File: config.mk
export PLATFORM = sky130hd
export DESIGN_NAME = alu_issue_ctrl_flat
export DESIGN_NICKNAME = d
export VERILOG_FILES = /design/src/rtl/alu_issue_ctrl_if.sv /design/src/rtl/alu_issue_ctrl.sv /design/src/flat_wrapper.sv
export SDC_FILE = /design/constraint.sdc
export NUM_CORES = 1
export LEC_CHECK = 0
export ABC_AREA = 1
export BUFFER_PORTS_ARGS = -buffer_cell sky130_fd_sc_hd__buf_2
export CORE_ASPECT_RATIO = 1.75
export CORE_UTILIZATION = 35
export CTS_CLUSTER_SIZE = 40
export DETAILED_ROUTE_END_ITERATION = 16
export PLACE_DENSITY = 0.67
export SETUP_SLACK_MARGIN = 0.5
export SLEW_MARGIN = 10
export SYNTH_ARGS = -nofsm -noshare
export SYNTH_HDL_FRONTEND = slang
export SYNTH_SLANG_ARGS = --single-unit
export TNS_END_PERCENT = 30
File: constraint.sdc
create_clock -name clock -period 12.7 [get_ports clock]
set_input_delay 0.635 -clock clock [delete_from_list [all_inputs] [get_ports clock]]
set_output_delay 0.635 -clock clock [all_outputs]
set_load 0.01 [all_outputs]
File: src/rtl/alu_issue_ctrl_if.sv
// Requester, flush and CDB signals of the ALU issue controller.
// The slave modport is the controller's view; master is the driver's view.
interface alu_issue_ctrl_if #(
    parameter int NUM_REQ       = 4,
    parameter int ALU_FUNC_W    = 4,
    parameter int ADDR_W        = 32,
    parameter int PHYS_REG_BITS = 6
);
    logic [NUM_REQ-1:0]                    req_valid;
    logic [NUM_REQ-1:0][ALU_FUNC_W-1:0]    req_func;
    logic [NUM_REQ-1:0][31:0]              req_in1;
    logic [NUM_REQ-1:0][31:0]              req_in2;
    logic [NUM_REQ-1:0]                    req_lui;
    logic [NUM_REQ-1:0]                    req_aui;
    logic [NUM_REQ-1:0][ADDR_W-1:0]        req_pc;
    logic [NUM_REQ-1:0][PHYS_REG_BITS-1:0] req_tag;
    logic [NUM_REQ-1:0]                    req_grant;
    logic                                  flush;
    logic                                  cdb_valid;
    logic                                  cdb_ready;
    logic [31:0]                           cdb_value;
    logic [PHYS_REG_BITS-1:0]              cdb_tag;
    logic [31:0]                           issued_count;

    modport slave (
        input  req_valid, req_func, req_in1, req_in2, req_lui, req_aui,
        input  req_pc, req_tag, flush, cdb_ready,
        output req_grant, cdb_valid, cdb_value, cdb_tag, issued_count
    );

    modport master (
        output req_valid, req_func, req_in1, req_in2, req_lui, req_aui,
        output req_pc, req_tag, flush, cdb_ready,
        input  req_grant, cdb_valid, cdb_value, cdb_tag, issued_count
    );
endinterface

File: src/rtl/alu_issue_ctrl.sv
// alu_issue_ctrl: round-robin arbitration of NUM_REQ requesters onto one
// ALU, followed by an EX -> WB pipeline that broadcasts results on the CDB.
module alu_issue_ctrl #(
    parameter int NUM_REQ       = 4,
    parameter int ALU_FUNC_W    = 4,
    parameter int ADDR_W        = 32,
    parameter int PHYS_REG_BITS = 6
) (
    input  logic            clock,
    input  logic            reset,
    alu_issue_ctrl_if.slave bus
);
    localparam int PTR_W = $clog2(NUM_REQ);

    localparam logic [ALU_FUNC_W-1:0] ALU_ADD  = ALU_FUNC_W'(0);
    localparam logic [ALU_FUNC_W-1:0] ALU_SUB  = ALU_FUNC_W'(1);
    localparam logic [ALU_FUNC_W-1:0] ALU_AND  = ALU_FUNC_W'(2);
    localparam logic [ALU_FUNC_W-1:0] ALU_OR   = ALU_FUNC_W'(3);
    localparam logic [ALU_FUNC_W-1:0] ALU_XOR  = ALU_FUNC_W'(4);
    localparam logic [ALU_FUNC_W-1:0] ALU_SLL  = ALU_FUNC_W'(5);
    localparam logic [ALU_FUNC_W-1:0] ALU_SRL  = ALU_FUNC_W'(6);
    localparam logic [ALU_FUNC_W-1:0] ALU_SRA  = ALU_FUNC_W'(7);
    localparam logic [ALU_FUNC_W-1:0] ALU_SLT  = ALU_FUNC_W'(8);
    localparam logic [ALU_FUNC_W-1:0] ALU_SLTU = ALU_FUNC_W'(9);

    // Team ALU: LUI/AUIPC override the function code; unknown codes give 0.
    function automatic logic [31:0] alu_exec(
        input logic [ALU_FUNC_W-1:0] func,
        input logic [31:0]           in1,
        input logic [31:0]           in2,
        input logic                  lui,
        input logic                  aui,
        input logic [ADDR_W-1:0]     pc
    );
        logic signed [31:0] s1;
        logic signed [31:0] s2;
        logic        [31:0] res;
        s1 = $signed(in1);
        s2 = $signed(in2);
        if (lui) begin
            res = in2;
        end else if (aui) begin
            res = 32'(pc) + in2;
        end else begin
            case (func)
                ALU_ADD:  res = in1 + in2;
                ALU_SUB:  res = in1 - in2;
                ALU_AND:  res = in1 & in2;
                ALU_OR:   res = in1 | in2;
                ALU_XOR:  res = in1 ^ in2;
                ALU_SLL:  res = in1 << in2[4:0];
                ALU_SRL:  res = in1 >> in2[4:0];
                ALU_SRA:  res = s1 >>> in2[4:0];
                ALU_SLT:  res = (s1 < s2) ? 32'd1 : 32'd0;
                ALU_SLTU: res = (in1 < in2) ? 32'd1 : 32'd0;
                default:  res = 32'd0;
            endcase
        end
        return res;
    endfunction

    logic [PTR_W-1:0]         r_rr_ptr;
    logic [31:0]              r_issued_cnt;

    logic                     r_vld_p1;
    logic [ALU_FUNC_W-1:0]    r_func_p1;
    logic [31:0]              r_in1_p1;
    logic [31:0]              r_in2_p1;
    logic                     r_lui_p1;
    logic                     r_aui_p1;
    logic [ADDR_W-1:0]        r_pc_p1;
    logic [PHYS_REG_BITS-1:0] r_tag_p1;

    logic                     r_vld_p2;
    logic [31:0]              r_val_p2;
    logic [PHYS_REG_BITS-1:0] r_tag_p2;

    logic                     w_wb_free;
    logic                     w_ex_free;
    logic                     w_adv;
    logic [NUM_REQ-1:0]       w_grant;
    logic                     w_any;
    logic [PTR_W-1:0]         w_gidx;
    logic [PTR_W-1:0]         w_scan;
    int                       w_sum;
    logic [31:0]              w_alu_p1;

    assign w_wb_free = !r_vld_p2 || bus.cdb_ready;
    assign w_ex_free = !r_vld_p1 || w_wb_free;
    assign w_adv     = r_vld_p1 && w_wb_free;

    // Round-robin pick: scan upward from r_rr_ptr with wrap; first valid wins.
    always_comb begin
        w_grant = '0;
        w_gidx  = '0;
        w_any   = 1'b0;
        w_sum   = 0;
        w_scan  = '0;
        if (w_ex_free && !bus.flush && !reset) begin
            for (int k = 0; k < NUM_REQ; k++) begin
                w_sum = int'(r_rr_ptr) + k;
                if (w_sum >= NUM_REQ) begin
                    w_sum = w_sum - NUM_REQ;
                end
                w_scan = PTR_W'(w_sum);
                if (!w_any && bus.req_valid[w_scan]) begin
                    w_any  = 1'b1;
                    w_gidx = w_scan;
                end
            end
            if (w_any) begin
                w_grant[w_gidx] = 1'b1;
            end
        end
    end

    // Pointer moves past the winner; issue counter counts every grant.
    always_ff @(posedge clock or posedge reset) begin
        if (reset) begin
            r_rr_ptr     <= '0;
            r_issued_cnt <= '0;
        end else if (w_any) begin
            r_rr_ptr     <= (w_gidx == PTR_W'(NUM_REQ - 1)) ? '0 : w_gidx + PTR_W'(1);
            r_issued_cnt <= r_issued_cnt + 32'd1;
        end
    end

    // ---- issue -> EX (p1) ----
    // EX occupancy: flush squashes, a grant refills, an advance empties.
    always_ff @(posedge clock or posedge reset) begin
        if (reset) begin
            r_vld_p1 <= 1'b0;
        end else if (bus.flush) begin
            r_vld_p1 <= 1'b0;
        end else if (w_any) begin
            r_vld_p1 <= 1'b1;
        end else if (w_adv) begin
            r_vld_p1 <= 1'b0;
        end
    end

    // EX operand fields latch the granted requester; meaningless while invalid.
    always_ff @(posedge clock) begin
        if (w_any) begin
            r_func_p1 <= bus.req_func[w_gidx];
            r_in1_p1  <= bus.req_in1[w_gidx];
            r_in2_p1  <= bus.req_in2[w_gidx];
            r_lui_p1  <= bus.req_lui[w_gidx];
            r_aui_p1  <= bus.req_aui[w_gidx];
            r_pc_p1   <= bus.req_pc[w_gidx];
            r_tag_p1  <= bus.req_tag[w_gidx];
        end
    end

    // ---- EX (p1) -> WB (p2) ----
    assign w_alu_p1 = alu_exec(r_func_p1, r_in1_p1, r_in2_p1, r_lui_p1, r_aui_p1, r_pc_p1);

    // WB captures on advance, holds under backpressure, drains when consumed.
    always_ff @(posedge clock or posedge reset) begin
        if (reset) begin
            r_vld_p2 <= 1'b0;
            r_val_p2 <= '0;
            r_tag_p2 <= '0;
        end else if (bus.flush) begin
            r_vld_p2 <= 1'b0;
        end else if (w_adv) begin
            r_vld_p2 <= 1'b1;
            r_val_p2 <= w_alu_p1;
            r_tag_p2 <= r_tag_p1;
        end else if (w_wb_free) begin
            r_vld_p2 <= 1'b0;
        end
    end

    // ---- WB (p2) -> CDB ----
    assign bus.req_grant    = w_grant;
    assign bus.cdb_valid    = r_vld_p2;
    assign bus.cdb_value    = r_val_p2;
    assign bus.cdb_tag      = r_tag_p2;
    assign bus.issued_count = r_issued_cnt;
endmodule

File: src/flat_wrapper.sv
// flat-port wrapper written by rule: the top's interface ports become plain ports
module alu_issue_ctrl_flat 
#(
    parameter int NUM_REQ       = 4,
    parameter int ALU_FUNC_W    = 4,
    parameter int ADDR_W        = 32,
    parameter int PHYS_REG_BITS = 6
)
  (clock, reset, bus_req_valid, bus_req_func, bus_req_in1, bus_req_in2, bus_req_lui, bus_req_aui, bus_req_pc, bus_req_tag, bus_flush, bus_cdb_ready, bus_req_grant, bus_cdb_valid, bus_cdb_value, bus_cdb_tag, bus_issued_count);
  alu_issue_ctrl_if #(.NUM_REQ(NUM_REQ), .ALU_FUNC_W(ALU_FUNC_W), .ADDR_W(ADDR_W), .PHYS_REG_BITS(PHYS_REG_BITS)) bus_i ();
  input  logic clock;
  input  logic reset;
  input wire logic [$bits(bus_i.req_valid)-1:0] bus_req_valid;
  input wire logic [$bits(bus_i.req_func)-1:0] bus_req_func;
  input wire logic [$bits(bus_i.req_in1)-1:0] bus_req_in1;
  input wire logic [$bits(bus_i.req_in2)-1:0] bus_req_in2;
  input wire logic [$bits(bus_i.req_lui)-1:0] bus_req_lui;
  input wire logic [$bits(bus_i.req_aui)-1:0] bus_req_aui;
  input wire logic [$bits(bus_i.req_pc)-1:0] bus_req_pc;
  input wire logic [$bits(bus_i.req_tag)-1:0] bus_req_tag;
  input wire logic [$bits(bus_i.flush)-1:0] bus_flush;
  input wire logic [$bits(bus_i.cdb_ready)-1:0] bus_cdb_ready;
  output wire logic [$bits(bus_i.req_grant)-1:0] bus_req_grant;
  output wire logic [$bits(bus_i.cdb_valid)-1:0] bus_cdb_valid;
  output wire logic [$bits(bus_i.cdb_value)-1:0] bus_cdb_value;
  output wire logic [$bits(bus_i.cdb_tag)-1:0] bus_cdb_tag;
  output wire logic [$bits(bus_i.issued_count)-1:0] bus_issued_count;
  assign bus_i.req_valid = bus_req_valid;
  assign bus_i.req_func = bus_req_func;
  assign bus_i.req_in1 = bus_req_in1;
  assign bus_i.req_in2 = bus_req_in2;
  assign bus_i.req_lui = bus_req_lui;
  assign bus_i.req_aui = bus_req_aui;
  assign bus_i.req_pc = bus_req_pc;
  assign bus_i.req_tag = bus_req_tag;
  assign bus_i.flush = bus_flush;
  assign bus_i.cdb_ready = bus_cdb_ready;
  assign bus_req_grant = bus_i.req_grant;
  assign bus_cdb_valid = bus_i.cdb_valid;
  assign bus_cdb_value = bus_i.cdb_value;
  assign bus_cdb_tag = bus_i.cdb_tag;
  assign bus_issued_count = bus_i.issued_count;
  alu_issue_ctrl #(.NUM_REQ(NUM_REQ), .ALU_FUNC_W(ALU_FUNC_W), .ADDR_W(ADDR_W), .PHYS_REG_BITS(PHYS_REG_BITS)) u_core (.clock(clock), .reset(reset), .bus(bus_i));
endmodule
# Word level (Yosys, flattened, before mapping)
# Index checks and enable logic that the tools add are counted.
dict set report totals {
  wordCells 136
  register_bits 182
  output_inout_bits 75
  in_bits 440
}
dict set report op_classes {
  n_eq_ne 10
  bitwise_logic 4
  magnitude_cmp 13
  n_shift 3
  n_addsub 12
  reduce_logical 20
  n_mux 61
}
# cell count
set op_table {}
lappend op_table {{case mux 32 bit (10 select lines)} 1}
lappend op_table {{binary-select mux 32 bit (select 2 bit)} 3}
lappend op_table {{two-way mux 32 bit} 5}
lappend op_table {{adder 32 bit} 2}
lappend op_table {{< comparator 32 bit} 2}
lappend op_table {{adder 32 x 1 -> 32 bit (second input constant)} 1}
lappend op_table {{AND 32 bit} 1}
lappend op_table {{OR 32 bit} 1}
lappend op_table {{<< shifter 32 x 5 -> 32 bit} 1}
lappend op_table {{>> shifter 32 x 5 -> 32 bit} 1}
lappend op_table {{>>> shifter 32 x 5 -> 32 bit} 1}
lappend op_table {{subtractor 32 bit} 1}
lappend op_table {{XOR 32 bit} 1}
lappend op_table {{two-way mux 2 bit} 15}
lappend op_table {{two-way mux 1 bit} 24}
lappend op_table {{< comparator 2 x 3 -> 1 bit (second input constant)} 6}
lappend op_table {{equality test 4 x 3 -> 1 bit (second input constant)} 4}
lappend op_table {{binary-select mux 1 bit (select 2 bit)} 6}
lappend op_table {{binary-select mux 6 bit (select 2 bit)} 1}
lappend op_table {{two-way mux 4 bit} 3}
lappend op_table {{>= comparator 3 bit (second input constant)} 3}
lappend op_table {{binary-select mux 4 bit (select 2 bit)} 1}
lappend op_table {{equality test 4 x 2 -> 1 bit (second input constant)} 2}
lappend op_table {{equality test 4 bit (second input constant)} 2}
lappend op_table {{other kinds (17)} 35}

# Longest topological paths before layout
# Gate-level depths: netlist of the first run.
dict set report logic_depth {
  ltp_word 28
  ltp_mapped 23
  ltp_nobuf 20
}

# Least setup slack after synthesis of the first run
# No wires, ideal clock.
dict set report synth_timing {
  path_type {input-to-reg}
  start {input port reset}
  end {register u_core.r_aui_p1, enable pin}
  path_stages 6
  t_arrival_ns 6.002
  setup_ns 0.513
  path_buffers 1
  path_slack_ns 6.185
  required_ns 12.187
  cell_sequence {inv_1 -> nand3_1 -> inv_1 -> nand2_2 -> inv_1 -> clkbuf_1}
}
dict set report synth_via {
  elab_chain_len 3
}
# item line
set synth_lines {}
lappend synth_lines {{start, declared} flat_wrapper.sv:12} ;# input logic reset;
lappend synth_lines {{zero test 1 bit} alu_issue_ctrl.sv:99} ;# if (w_ex_free && !bus.flush && !reset) begin
lappend synth_lines {{logical AND 1 bit} alu_issue_ctrl.sv:99}
lappend synth_lines {{two-way mux 1 bit} alu_issue_ctrl.sv:99}
lappend synth_lines {{named net u_core.w_any} alu_issue_ctrl.sv:82} ;# logic w_any;
lappend synth_lines {{end signal, assigned} alu_issue_ctrl.sv:149} ;# r_aui_p1 <= bus.req_aui[w_gidx];
lappend synth_lines {{end, declared} alu_issue_ctrl.sv:70} ;# logic r_aui_p1;
# The timed path passes the listed nets, and every way through them passes these cells.
# A chain may end at the register's enable or synchronous reset.

# Worst setup path in the final report of the first run
dict set report layout_timing {
  start {register u_core.r_rr_ptr[0]}
  end {register u_core.r_pc_p1[16], data pin}
}
dict set report layout_via {
  elab_chain_len 22
  elab_cells_between_ends 47
  cone_classes {7 x add/sub; 4 x order compare; 30 x mux; 6 x reduce/logical}
}
# item line
set layout_lines {}
lappend layout_lines {{start, declared} alu_issue_ctrl.sv:62} ;# logic [PTR_W-1:0] r_rr_ptr;
lappend layout_lines {{start signal, assigned} alu_issue_ctrl.sv:123} ;# r_rr_ptr <= (w_gidx == PTR_W'(NUM_REQ - 1)) ? '0 : w_gidx + PTR_W'(1);
lappend layout_lines {{>= comparator 2 x 3 -> 1 bit / subtractor 2 x 1 -> 2 bit (equally long branches)} {alu_issue_ctrl.sv:102, alu_issue_ctrl.sv:103}}
lappend layout_lines {{two-way mux 2 bit} alu_issue_ctrl.sv:102} ;# if (w_sum >= NUM_REQ) begin
lappend layout_lines {{two-way mux 2 bit} alu_issue_ctrl.sv:99}
lappend layout_lines {{binary-select mux 1 bit (select 2 bit)} alu_issue_ctrl.sv:106} ;# if (!w_any && bus.req_valid[w_scan]) begin
lappend layout_lines {{two-way mux 1 bit (not written as such)} alu_issue_ctrl.sv:106}
lappend layout_lines {{two-way mux 1 bit} alu_issue_ctrl.sv:106}
lappend layout_lines {{two-way mux 1 bit} alu_issue_ctrl.sv:99}
lappend layout_lines {{zero test 1 bit} alu_issue_ctrl.sv:106}
lappend layout_lines {{(+5 left out)} -}
lappend layout_lines {{two-way mux 1 bit} alu_issue_ctrl.sv:106}
lappend layout_lines {{two-way mux 1 bit} alu_issue_ctrl.sv:99}
lappend layout_lines {{zero test 1 bit} alu_issue_ctrl.sv:106}
lappend layout_lines {{logical AND 1 bit} alu_issue_ctrl.sv:106}
lappend layout_lines {{two-way mux 2 bit *} alu_issue_ctrl.sv:106}
lappend layout_lines {{two-way mux 2 bit * (2 in series)} alu_issue_ctrl.sv:99}
lappend layout_lines {{binary-select mux 32 bit (select 2 bit) *} alu_issue_ctrl.sv:150} ;# r_pc_p1 <= bus.req_pc[w_gidx];
lappend layout_lines {{two-way mux 32 bit (not written as such) *} alu_issue_ctrl.sv:150}
lappend layout_lines {{end signal, assigned} alu_issue_ctrl.sv:150}
lappend layout_lines {{end, declared} alu_issue_ctrl.sv:71} ;# logic [ADDR_W-1:0] r_pc_p1;
# Mark *: on every way between the ends. The rest lies on a longest branch, timed or not. The select of a mux whose other input is x is not followed.

==> impl_results.md, run 1 <==
* Crit path max fanout at 114
* Post-place setup slack at 8.05 ns
* Clock transition at path regs at roughly 0.10 ns
* Full die area at 0.0703 mm2
* Min Tclk post-route at 4.39 ns
* Post-synth EDFFs at 108
* Via/cell ratio at about 5.3
* Max IR drop VDD at 161 uV
* Sink Count at 182
* Fmax at 0.228 GHz
* Starting Density at ~35%
* CTS H-tree lvls at 4
* Syn_area_per_cell at roughly 5.5 um2
* CTS tree: yes
* Drt pass-1 iters at 9
* Hold Path Class: input pin to asynchronous set/reset pin
* Post-synth top area cell: nand2_1
* Largest net degree at the start of global routing at around 120
* Top cell type's share of synthesized area at about a quarter
* Share of cells above drive strength 1 at 12.9%
* Most frequent cell after synthesis: nand2_1
* Worst-Skew Late Latency at slightly above 0.5 ns
* Critical-path cell list: xor2_2 -> inv_1 -> nand2_1 -> nand2_1 -> nand3_2 -> nor2_4 -> nand2_1 -> nand2_2 -> nor2_4 -> buf_4 -> buf_4 -> nand2_1 -> nand3_1 -> nand2_1
* Hold Vio Cnt, Final at 0
* Grt ovf at 0
* Outcome: finished clean
* IO Pins at 515
* Inserted Clock Buffers at 17
* Drt drc at 0
* Via count at 30.1k
* Die span in x at ~200 um
* Crit path arrival time at 4.64 ns
* CTS root buffer: clkbuf_16
* Syn_nets at 4943
* Yosys warns at 0
* Postcts setup bufs at 0
* WS Path Type: flip-flop to flip-flop
* Share of flip-flops with an asynchronous set or reset at about two fifths
* HPWL Detailed at ~110000 um
* PnR worst setup slack at 8.31 ns
* Worst slew margin at between 20% and 30%
* CP dominant cell by count: nand2_1
* Vias in the first global route at 29.0k
* Tcrit/Tclk final at approximately 35%
* Syn Inst Count at 4368
* # setup viols final at 0
* Synthesis-stage register bit count at roughly 180
* Critical Path RT at 12.95 ns
* Worst Clk Skew at 0.0308 ns
* Synth cell types at 46
* Nets at 5338
* Port Buffer Count at 514
* Static leakage at 16.5 nW
* GRT Overall Usage at 37.3%
* Routed Wire Length at 134000 um
* Max-Cap Viols at 0
* Worst Setup End Kind: flip-flop
* Die height at 350 um
* Startpoint type of the worst setup path: flip-flop
* Power density cells at between 200 and 250 mW/mm2
* Initial antenna violation count at 3
* Slew @ Worst Pin at 1.18 ns
* Hold buffer count at cts at 0
* Unrepaired setup endpoints after global routing: no
* Register area share after synthesis at a little over a fifth
* Row Count at 127
* CP max-delay cell: buf_4
* Dominant synthesized flop cell: edfxtp_1
* First-pass GRT wire length at 191000 um
* Post_cts resized at 0
* Worst path max stage delay at 0.89 ns
* Routed Antenna Nets at 0
* Final Slew Violations at 0
* CTS max path bufs at 2
* Largest cells by area after synthesis: nand2_1 25%, nand3_1 14%, edfxtp_1 13%
* DR WL/cell at ~24 um
* Detailed router's first-iteration violation count at 2873
* Setup TNS at 0 ns
* Synthesized area at 0.0242 mm2
* GP Congestion at 1.05
* Area Growth Syn to Fin at 15.8%
* Leading cell types by count after synthesis: 1599 x nand2_1, 806 x inv_1, 684 x nand3_1
* CORE AREA at 0.0685 mm2
[kinds of logic after synthesis]
group / after synthesis / synth area share [%]
AO/OA/AOI/OAI: 361 / 8.10
XOR/XNOR: 38 / 1.44
adder cells (fa/ha/maj): 135 / 7.06
buffers and inverters: 1003 / 16.5
flip-flops: 182 / 21.0
multiplexers: 3 / 0.124
AND/OR/NAND/NOR: 2646 / 45.8
[worst max-delay path: cells and delay by family (launching register included)]
family,cells,cell delay [ns]
xor gates and xnor gates,1,0.25
buffers and inverters,3,1.82
DFF,1,0.64
and+or+nand+nor,10,1.24
[layout make-up]
class / instances / area [um2]
fill: 7859 / 40400
inverter: 815 / 3070
multi-input combinational: 3183 / 15200
tap: 903 / 1130
timing repair buffer: 564 / 2950
sequential: 182 / 5090
antenna: 2 / 5.00
clock inverter: 15 / 231
clock buffer: 17 / 425
[power by group]
group	switching [mW]	total, mW	leakage [nW]	internal, mW
logic	2.92	4.00	14.2	1.09
registers	0.191	1.07	1.96	0.876
clock network	0.306	0.613	0.316	0.307
[registers in the layout, indices dropped and copies added (netlist names), 2 cells and up]
| register | cells |
|---|---|
| u_core.r_func_p1 | 4 |
| u_core.bus.issued_count | 32 |
| u_core.bus.cdb_tag | 6 |
| u_core.r_pc_p1 | 32 |
| u_core.r_rr_ptr | 2 |
| u_core.r_tag_p1 | 6 |
| u_core.r_in2_p1 | 32 |
| u_core.r_in1_p1 | 32 |
| u_core.bus.cdb_value | 32 |
[per-stage QoR]
step | total power, mW | instances | area (um2) | utilization, % | hold slack, ns
finish | 5.69 | 5681 | 28100 | 41.0 | 0.226
global route | 6.06 | 5679 | 28100 | 41.0 | 0.265
CTS | 5.61 | 5679 | 28100 | 41.0 | 0.227
detailed placement | 4.98 | 5647 | 27400 | 40.0 | 0.461
global placement | 4.99 | 5647 | 27400 | 40.0 | 0.454
floorplan | 3.52 | 4368 | 24200 | - | 0.426
[routing by layer]
layer  GRT usage, %  routed length [um]  vias to the layer above
met5              0                  36                        -
met4           30.2               12200                        6
met3           5.89                8190                      364
met2           65.1               65300                     1388
met1           39.9               48500                    13900
li1               -                   -                    14400
[final timing paths]
kind                                          endpoint  slack [ns]             startpoint  depth (start not counted)
max                                 u_core.r_pc_p1[16]        8.31     u_core.r_rr_ptr[0]                         14
min                           u_core.bus.cdb_value[11]        0.23                  reset                          3
max reg2reg                         u_core.r_pc_p1[16]        8.31     u_core.r_rr_ptr[0]                         14
min reg2reg                      u_core.bus.cdb_tag[3]        0.48  u_core.bus.cdb_tag[3]                          2
max in group asynchronous  u_core.bus.issued_count[13]       11.33                  reset                          4
min in group clock                u_core.bus.cdb_valid        0.34              bus_flush                          2
[placed cells by master (no fill, tap or decap), types with 8 or more instances in the layout]
cell type / count
xnor2_1: 14
buf_2: 514
and2_1: 17
dfrtp_1: 74
a31oi_1: 8
nand3b_1: 14
inv_1: 804
a21oi_1: 179
o211ai_1: 10
edfxtp_1: 108
clkbuf_16: 17
xor2_1: 22
buf_4: 50
nor3_1: 37
o21ai_0: 106
o21bai_1: 12
nor4_1: 16
nor2_1: 237
o22ai_1: 18
ha_1: 132
nand4_1: 29
nand3_1: 684
nand2_1: 1598
No activity file was read; power rests on OpenSTA's default activity.
==> run 2, diff against run 1 <==
--- a/config.mk
+++ b/config.mk
@@ -5,13 +5,13 @@
 export SDC_FILE = /design/constraint.sdc
 export NUM_CORES = 1
 export LEC_CHECK = 0
-export ABC_AREA = 1
+export ABC_AREA = 0
 export BUFFER_PORTS_ARGS = -buffer_cell sky130_fd_sc_hd__buf_2
 export CORE_ASPECT_RATIO = 1.75
 export CORE_UTILIZATION = 35
 export CTS_CLUSTER_SIZE = 40
 export DETAILED_ROUTE_END_ITERATION = 16
-export PLACE_DENSITY = 0.67
+export PLACE_DENSITY = 0.69
 export SETUP_SLACK_MARGIN = 0.5
 export SLEW_MARGIN = 10
 export SYNTH_ARGS = -nofsm -noshare
==> constraint.sdc (replaced) <==
create_clock -name clock -period 4.2 [get_ports clock]
set_input_delay 0.21 -clock clock [delete_from_list [all_inputs] [get_ports clock]]
set_output_delay 0.21 -clock clock [all_outputs]
set_load 0.01 [all_outputs]
==> impl_results.md, run 2 <==
* Outcome: finished clean
* CTS max path bufs at 2
* Routed Antenna Nets at 0
* Detailed router's first-iteration violation count at 2191
* Unrepaired setup endpoints after global routing: yes
* Die height at 320 um
* CP max-delay cell: edfxtp_1
* Sink Count at 182
* Leading cell types by count after synthesis: 651 x nand2_1, 195 x a21oi_1, 184 x nor2_1
* Register area share after synthesis at 25.2%
* Static leakage at 11.8 nW
* Worst path max stage delay at 0.80 ns
* Top cell type's share of synthesized area at 16.1%
* Crit path max fanout at 13
* Post-synth EDFFs at 108
* Synth cell types at 89
* Via count at 24.1k
* Most frequent cells in the layout: 650 x nand2_1, 514 x buf_2, 191 x a21oi_1, 182 x nor2_1, 147 x buf_4
* Sequential power share at a little under a third
* Yosys warns at 0
* Clock power frac at a little under a quarter
* Row Count at between 100 and 150
* Worst slew margin at about 24%
* CP dominant cell by count: o21ai_1
* DR WL/cell at 27.7 um
* CTS H-tree lvls at 4
* Tcrit/Tclk final at 88.3%
* Worst Clk Skew at approximately 0.017 ns
* Vias in the first global route at 23.3k
* CORE AREA at 0.0570 mm2
* GP Congestion at between 1 and 1.5
* Most frequent cell after synthesis: nand2_1
* Drt drc at 0
* HPWL Detailed at 87200 um
* Dominant synthesized flop cell: edfxtp_1
* Synthesis-stage register bit count at between 150 and 200
* Fmax at 0.270 GHz
* First-pass GRT wire length at between 150000 and 200000 um
* Grt ovf at 0
* CTS root buffer: clkbuf_16
* Largest net degree at the start of global routing at 113
* Layout Utilization at 44.0%
* Port Buffer Count at between 500 and 600
* Power density cells at 321 mW/mm2
* # setup viols final at 0
* Syn_nets at 3303
* Largest cells by area after synthesis: edfxtp_1 16%, nand2_1 12%, dfrtp_1 9.2%
* CTS tree: yes
* Nets at about 3.8k
* Worst-Skew Late Latency at around 0.48 ns
* Slew @ Worst Pin at 1.14 ns
* WS Path Type: flip-flop to flip-flop
* Clock transition at path regs at about 0.09 ns
* Worst Setup End Kind: flip-flop
* Initial antenna violation count at 11
* Full die area at 0.0587 mm2
* Synthesized area at 0.0202 mm2
* P_int at about 4.4 mW
* Crit path arrival time at slightly above 4 ns
* Post-synth top area cell: edfxtp_1
* Syn_area_per_cell at 7.40 um2
* Drt pass-1 iters at 6
* Most common cell after layout, fill and taps aside: nand2_1
* Share of flip-flops with an asynchronous set or reset at about two fifths
* Routed Wire Length at 111000 um
* Hold Vio Cnt, Final at 0
* Setup TNS at 0 ns
* Delay-heaviest family, CP: compound AO/OA/AOI/OAI gates
* Via/cell ratio at about 6.0
* Starting Density at 35.4%
* Min Tclk post-route at 3.71 ns
* Critical Path RT at 4.56 ns
* Inserted Clock Buffers at 17
* Logic gate share of total power at 46.4%
* Share of cells above drive strength 1 at 24.8%
* Buf/Inv on CP at 0
* Switching power total at 3.68 mW
* Switching Fraction at around 46%
* Hold Path Class: input pin to flip-flop
* Max IR drop VDD at 277 uV
* Final Slew Violations at 0
* Startpoint type of the worst setup path: flip-flop
* Area Growth Syn to Fin at 24.3%
* Syn Inst Count at 2728
* GRT Overall Usage at 37.4%
* Critical-path cell list: nor2_1 -> nand2_1 -> o221ai_1 -> a221oi_1 -> o21ai_1 -> a21oi_1 -> a2bb2oi_1 -> o21ai_1
* Max-Cap Viols at 0
* Die span in x at 184 um
* IO Pins at roughly 500
[run 2: power groups by stage]
stage | Sequential (mW) | Combinational [mW] | Clock [mW]
after floorplan | 2.40 | 2.06 | 0
final | 2.46 | 3.74 | 1.86
after CTS | 2.44 | 3.61 | 1.88
after detailed placement | 2.48 | 3.59 | 0
after global placement | 2.48 | 3.59 | 0
after global routing | 2.47 | 4.00 | 1.94
[run 2: area by class of cell]
class	count	area, um2
Timing Repair Buffer	674	3890
Clock buffer	17	425
Inverter	107	414
Sequential cell	182	5090
Tap cell	767	960
Multi-Input combinational cell	2238	14100
Fill cell	5876	31900
Antenna cell	2	5.00
Clock inverter	15	238
[run 2: through the flow]
stage | instances | hold slack (ns) | setup slack, ns | area (um2) | power [mW]
floorplan | 2728 | 0.276 | 0.513 | 20200 | 4.47
CTS | 3998 | 0.0797 | 0.475 | 24900 | 7.93
global placement | 3964 | 0.416 | 0.259 | 24200 | 6.07
finish | 4002 | 0.0971 | 0.493 | 25100 | 8.06
detailed placement | 3964 | 0.424 | 0.250 | 24200 | 6.06
global route | 4000 | 0.0976 | 0.390 | 25100 | 8.41
[run 2: final timing paths]
path / from / end / slack [ns] / cells past startpoint
max: u_core.r_func_p1[0] / u_core.bus.cdb_value[13] / 0.49 / 8
min in group asynchronous: reset / u_core.bus.cdb_value[29] / 0.48 / 3
max in group asynchronous: reset / u_core.bus.cdb_value[15] / 2.71 / 4
min reg2reg: u_core.r_tag_p1[3] / u_core.bus.cdb_tag[3] / 0.44 / 2
max reg2reg: u_core.r_func_p1[0] / u_core.bus.cdb_value[13] / 0.49 / 8
min: bus_req_func[9] / u_core.r_func_p1[1] / 0.1 / 3
[run 2: tightest hold or removal path, delay by kind of cell]
| family | cells | cell delay (ns) |
|---|---|---|
| compound gates | 1 | 0.07 |
| simple gates | 1 | 0.05 |
| buf+inv | 1 | 0.09 |
[run 2: cell families after synthesis]
logic type               Yosys count  synth area share [%]
AND/OR/NAND/NOR                 1136                  24.6
flip-flops                       182                  25.2
XOR/XNOR                          64                  2.78
AO/OA/AOI/OAI                    783                  25.5
buffers and inverters            308                  5.93
adder cells (fa/ha/maj)          135                  8.48
multiplexers                     120                  7.48
[run 2: repair_timing]
item	CTS	global route
endpoints found under the hold margin	51	0
endpoints found under the setup margin	6	27
pin swaps	0	3
resized for setup	2	32
setup buffers	0	2
hold buffers	2	0
[run 2: per-layer routing]
metal	vias to the layer above	wire (um)	GRT usage, %
met5	-	68	0
met4	10	11700	33.2
met3	410	8500	6.92
met2	1323	53200	62.9
met1	11500	37500	39.7
li1	10900	-	-
